File: src/rtl/serial_adder.sv
// ---------------------------------------------------------------------------
// serial_adder
//
// Digit-serial adder: computes a + b + cin over WIDTH bits, DIGIT bits per
// clock, through a DIGIT-wide ripple of full-adder cells whose carry-out is
// registered between digits. Valid/ready handshakes on both sides let it sit
// between pipeline stages and trade latency (WIDTH/DIGIT cycles) for area.
//
// Parameters:
//   WIDTH  operand/sum width in bits (>= 2)
//   DIGIT  bits processed per clock (must divide WIDTH)
//
// Ports:
//   clk        rising-edge clock
//   rst        synchronous reset, active-high
//   in_valid   operands a, b, cin are valid
//   in_ready   block can accept operands (IDLE)
//   a, b       WIDTH-bit operands
//   cin        carry-in
//   sub        (only with SERIAL_ADDER_SUB_EN) 1 = compute a - b
//   out_valid  sum, cout, ovf are valid (DONE)
//   out_ready  downstream accepts the result
//   sum        a + b + cin modulo 2^WIDTH
//   cout       carry out of the MSB
//   ovf        two's-complement overflow
//   busy       high while an operation is in flight or waiting to drain
//
// Optional feature macro: SERIAL_ADDER_SUB_EN adds the sub input. With it
// undefined the block only adds and behaves exactly as if sub were tied 0.
// ---------------------------------------------------------------------------
module serial_adder #(
   parameter int WIDTH = 8,
   parameter int DIGIT = 1
) (
   input  logic             clk,
   input  logic             rst,
   input  logic             in_valid,
   output logic             in_ready,
   input  logic [WIDTH-1:0] a,
   input  logic [WIDTH-1:0] b,
   input  logic             cin,
`ifdef SERIAL_ADDER_SUB_EN
   input  logic             sub,
`endif
   output logic             out_valid,
   input  logic             out_ready,
   output logic [WIDTH-1:0] sum,
   output logic             cout,
   output logic             ovf,
   output logic             busy
);

   localparam int N  = WIDTH / DIGIT;
   localparam int CW = (N > 1) ? $clog2(N) : 1;

   // Reject configurations that cannot be cut into whole digits.
   if (WIDTH < 2 || (WIDTH % DIGIT) != 0) begin : g_paramCheck
      $error("serial_adder: WIDTH must be >= 2 and divisible by DIGIT");
   end

   typedef enum logic [1:0] {
      IDLE = 2'd0,
      RUN  = 2'd1,
      DONE = 2'd2
   } state_t;

   state_t           r_state;
   state_t           w_stateNext;
   logic [WIDTH-1:0] r_aShift;
   logic [WIDTH-1:0] r_bShift;
   logic [WIDTH-1:0] r_sum;
   logic             r_carry;
   logic [CW-1:0]    r_count;
   logic             r_cout;
   logic             r_ovf;
   logic             w_accept;
   logic             w_lastDigit;
   logic             w_subIn;
   logic             w_subOp;
   logic [DIGIT-1:0] w_bEff;
   logic [DIGIT-1:0] w_digitSum;
   logic [DIGIT:0]   w_carry;
   logic [WIDTH-1:0] w_sumNext;

`ifdef SERIAL_ADDER_SUB_EN
   logic r_sub;
   assign w_subIn = sub;
   assign w_subOp = r_sub;
`else
   assign w_subIn = 1'b0;
   assign w_subOp = 1'b0;
`endif

   assign w_accept    = in_valid & in_ready;
   assign w_lastDigit = (r_count == CW'(N - 1));

   // New digit results enter at the top of the sum register, so after N
   // shifts the first (least significant) digit has reached bit 0.
   assign w_sumNext = (r_sum >> DIGIT) | (WIDTH'(w_digitSum) << (WIDTH - DIGIT));

   // Digit adder: a ripple of DIGIT full-adder cells fed by the registered
   // carry. For subtraction B is inverted on its way into the cells; the
   // +1 of the two's complement was already folded into the initial carry.
   always_comb begin
      w_bEff     = r_bShift[DIGIT-1:0] ^ {DIGIT{w_subOp}};
      w_digitSum = '0;
      w_carry    = '0;
      w_carry[0] = r_carry;
      for (int i = 0; i < DIGIT; i++) begin
         w_digitSum[i] = r_aShift[i] ^ w_bEff[i] ^ w_carry[i];
         w_carry[i+1]  = (r_aShift[i] & w_bEff[i]) |
                         (w_carry[i] & (r_aShift[i] ^ w_bEff[i]));
      end
   end

   // State register; reset wins over any handshake on the same edge.
   always_ff @(posedge clk) begin
      if (rst) begin
         r_state <= IDLE;
      end else begin
         r_state <= w_stateNext;
      end
   end

   // Next-state and handshake outputs. The handshake flags depend only on
   // the state so that neither side sees a combinational path through us.
   always_comb begin
      w_stateNext = r_state;
      in_ready    = 1'b0;
      out_valid   = 1'b0;
      busy        = 1'b1;
      case (r_state)
         IDLE: begin
            in_ready = 1'b1;
            busy     = 1'b0;
            if (in_valid) begin
               w_stateNext = RUN;
            end
         end
         RUN: begin
            if (w_lastDigit) begin
               w_stateNext = DONE;
            end
         end
         DONE: begin
            out_valid = 1'b1;
            if (out_ready) begin
               w_stateNext = IDLE;
            end
         end
         default: begin
            w_stateNext = IDLE;
         end
      endcase
   end

   // Datapath: operands are captured only on the accepting edge, then
   // shifted right one digit per cycle. cout and ovf are written only on
   // the final digit, so they stay frozen through DONE and after draining.
   // In the last digit the carry into the top cell is the carry into bit
   // WIDTH-1, which gives the signed overflow directly.
   always_ff @(posedge clk) begin
      if (rst) begin
         r_aShift <= '0;
         r_bShift <= '0;
         r_sum    <= '0;
         r_carry  <= 1'b0;
         r_count  <= '0;
         r_cout   <= 1'b0;
         r_ovf    <= 1'b0;
`ifdef SERIAL_ADDER_SUB_EN
         r_sub    <= 1'b0;
`endif
      end else begin
         case (r_state)
            IDLE: begin
               if (w_accept) begin
                  r_aShift <= a;
                  r_bShift <= b;
                  r_carry  <= cin ^ w_subIn;
                  r_count  <= '0;
`ifdef SERIAL_ADDER_SUB_EN
                  r_sub    <= sub;
`endif
               end
            end
            RUN: begin
               r_aShift <= r_aShift >> DIGIT;
               r_bShift <= r_bShift >> DIGIT;
               r_sum    <= w_sumNext;
               r_carry  <= w_carry[DIGIT];
               r_count  <= r_count + CW'(1);
               if (w_lastDigit) begin
                  r_cout <= w_carry[DIGIT];
                  r_ovf  <= w_carry[DIGIT-1] ^ w_carry[DIGIT];
               end
            end
            default: begin
            end
         endcase
      end
   end

   assign sum  = r_sum;
   assign cout = r_cout;
   assign ovf  = r_ovf;

endmodule

File: config.mk
export PLATFORM = sky130hd
export DESIGN_NAME = serial_adder
export DESIGN_NICKNAME = d
export VERILOG_FILES = /design/src/rtl/serial_adder.sv
export SDC_FILE = /design/constraint.sdc
export NUM_CORES = 1
export LEC_CHECK = 0
export ABC_AREA = 1
export CORE_MARGIN = 2
export CORE_UTILIZATION = 51
export CTS_BUF_LIST = sky130_fd_sc_hd__clkbuf_8
export CTS_CLUSTER_DIAMETER = 50
export DETAILED_ROUTE_END_ITERATION = 16
export GPL_ROUTABILITY_DRIVEN = 0
export GPL_TIMING_DRIVEN = 0
export HOLD_SLACK_MARGIN = 0.15
export PLACE_DENSITY_LB_ADDON = 0.05
export SETUP_SLACK_MARGIN = 0.1
export SYNTH_ARGS = -nofsm -noshare
export SYNTH_HDL_FRONTEND = slang
export SYNTH_SLANG_ARGS = --single-unit
File: constraint.sdc
create_clock -name clk -period 1.5 [get_ports clk]
set_input_delay 0.225 -clock clk [delete_from_list [all_inputs] [get_ports clk]]
set_output_delay 0.225 -clock clk [all_outputs]
set_load 0.005 [all_outputs]
==> impl_metrics.toml, run 1 <==
[final_layout]
fin_cells = 308
fillers = 241
syn_to_final_growth_pct = 34.13
antenna_cells = 0
drive_gt1_share_pct = 11.55
nets = 300
final_util_pct = 73.19
multi_input_area_sq_um = 681.9
regArea_sq_um = 651.9

[critical_path]
r2r_cells = 4
cp_max_fo = 2
cpPeakStageDelay_ps = 520
path_depth = 1
crit_buf_inv = 1
startpoint_type = "register"
crit_family = "buffers and inverters"
criticalPathCategory = "register to primary output"
required_ps = 1270
crit_path_end_kind = "primary output"
critPathArrivalTime_ps = 1140
crit_chain = "clkdlybuf4s50_1"
slowest_stage = "clkdlybuf4s50_1"

[detailed_routing]
drtIter0Drc = 92
drt_drc_violations_left = 0
vias = 1402
viasPerCell = 4.552
wire_per_inst_um = 9.945
drt-total-wl_um = 3063
first_pass_iters = 4
antenna_left = 0

[clock_network]
clock_latency_ps = 280
path_clk_slew_ps = 60
cts_tree = "done"
cts_inserted_buffers = 5
h-tree-depth = 2
cts_buffer_depth = 2
cts.sinks = 32
cts-root-buf = "clkbuf_8"

[synth]
synth_top_area_cell = "dfxtp_1"
yosysSeqAreaShare_pct = 42.21
synth_edf_count = 0
synth.area.top_cells = "dfxtp_1 (42%), nand2_1 (18%), inv_1 (9.6%), nor2_1 (9.4%), a21oi_1 (6.9%)"
synth_nets = 257
synth_most_common_cell = "nand2_1"
yosys.area.top_type_share_pct = 42.21
ys_types = 17
syn_inst = 233
yosysWarningCount = 0
synthArstFlopShare_pct = 0
ys_top_cells_by_count = "nand2_1 (74), inv_1 (39), nor2_1 (38)"
ys.flop_type = "dfxtp_1"
avgSynthCellArea_sq_um = 6.514
syn_area_sq_um = 1518
ys_ff_latch = 32

[floorplan]
core-area_sq_um = 2781
initial_utilization_pct = 54.57
fp.dieW_um = 58.55
die_y_um = 58.55
rows = 19
io_pins = 34
die_area_sq_um = 3428

[sta]
maxSlewHeadroom_pct = 80.71
min_period_ps = 1368
hold_viol = 0
worst_slew_pin_slew_ps = 288.2
fin_ws_ps = 131.9
setup_violations = 0
drv_slew = 0
max_clock_freq_mhz = 731.0
post-route-period-util_pct = 91.20
grt_setup_unrepaired = "no"
finClkSkew_ps = 2.208

[place]
portBuffers = 33
hpwlAfterDp_um = 2144
dp_slack_ps = -193.2
dp_cells = 297

[pwr]
p_per_area_nw_per_um2 = 972.5
power.total_w = 0.001980
leakagePower_nw = 1.004
ir_worst_vdd_mv = 0.8336

[global_routing]
grt_pass1_wl_um = 5326
grt_start_max_net_pins = 11
grt_overflow = 0
track_usage_pct = 20.89
antenna_found_initial = 0
first_global_vias = 1233

[status]
status = "completed"

[run]
max_cap_violations = 0

[min_path]
whs_path_depth = 2
hold_path_class = "register to register"
path summary, 6_finish.rpt:
| path | from | endpoint | slack (ps) |
|---|---|---|---|
| min | r_bShift[7] | r_bShift[7] | 460 |
| max reg2reg | r_aShift[0] | ovf | 240 |
| max | cout | cout | 130 |
| min reg2reg | r_bShift[7] | r_bShift[7] | 460 |
kinds of logic after synthesis:
| kind of cell | count (synthesis) | synth area share [%] |
|---|---|---|
| adders and majority gates | 3 | 2.968 |
| AOI/OAI and AO/OA | 31 | 10.47 |
| DFF | 32 | 42.21 |
| xor gates and xnor gates | 1 | 0.5772 |
| buffers and inverters | 50 | 14.34 |
| and+or+nand+nor | 116 | 29.43 |
sequential cells by signal (all words and copies together), names as in the netlist:
signal,count
r_aShift,8
r_bShift,8
sum,8
r_count,3
r_state,2
cout,1
ovf,1
r_carry,1
per-layer routing:
metal,vias to the layer above,track usage [%],part of all wire (%)
met1,578,27.84,49
met2,42,31.14,43
met3,6,7.912,7.1
met5,-,0,0
met4,0,6.977,1.3
li1,776,-,-
area by class of cell:
cell class	instances	share of cell area, %
plain buffers	10	3.565
clock buffers	6	4.057
clock inverters	2	0.3688
inverters	40	7.376
multi-input cells	151	33.50
flip-flops and latches	32	32.02
well taps	31	1.905
repair buffers	36	17.21
timing repair:
item | CTS | global route
endpoints found under the setup margin | 6 | 13
gates resized for setup | 13 | 7
hold endpoints to repair | 0 | 0
hold buffers | 0 | 0
buffers inserted | 3 | 0
pin swaps | 0 | 1
through the flow:
step	TNS, ps	instance area [sq um]	hold WS [ps]
finish	0	2036	460.5
detailed placement	-2046	1887	450.7
global placement	-2032	1887	451.1
CTS	0	2021	460.3
floorplan	0	1518	294.1
global route	0	2036	483.5
power by group:
| part | switching, W | internal (W) | total [W] | leakage [nW] |
|---|---|---|---|---|
| sequential | 0.0000296 | 0.000916 | 0.000945 | 0.267 |
| combinational | 0.000189 | 0.000189 | 0.000378 | 0.683 |
| clock | 0.000296 | 0.000360 | 0.000656 | 0.0538 |
| total | 0.000515 | 0.00146 | 0.00198 | 1.00 |
cell usage in the layout, fill, tap and decap left out:
cell type / synthesis / routed
dfxtp_4: 0 / 1
clkdlybuf4s50_1: 0 / 30
buf_4: 5 / 7
clkbuf_2: 0 / 1
nand2_1: 74 / 74
a21oi_1: 21 / 21
dfxtp_1: 32 / 25
nand3_1: 3 / 3
buf_2: 3 / 3
clkdlybuf4s15_1: 0 / 1
xor2_1: 1 / 1
o21ai_0: 9 / 9
o21ai_4: 0 / 1
dfxtp_2: 0 / 6
fa_1: 1 / 1
dlygate4sd2_1: 0 / 2
clkbuf_8: 0 / 6
buf_6: 1 / 2
nor2_1: 38 / 36
inv_1: 39 / 40
inv_2: 1 / 2
nor2_4: 1 / 3
ha_1: 2 / 2
(Power assumes the default switching activity.)
==> run 2: changes to the inputs <==
--- a/config.mk
+++ b/config.mk
@@ -16,6 +16,7 @@
 export HOLD_SLACK_MARGIN = 0.15
 export PLACE_DENSITY_LB_ADDON = 0.05
 export SETUP_SLACK_MARGIN = 0.1
+export SLEW_MARGIN = 5
 export SYNTH_ARGS = -nofsm -noshare
 export SYNTH_HDL_FRONTEND = slang
 export SYNTH_SLANG_ARGS = --single-unit
==> results of run 2 <==
The final DEF is identical to that of run 1; final timing and power are the same.
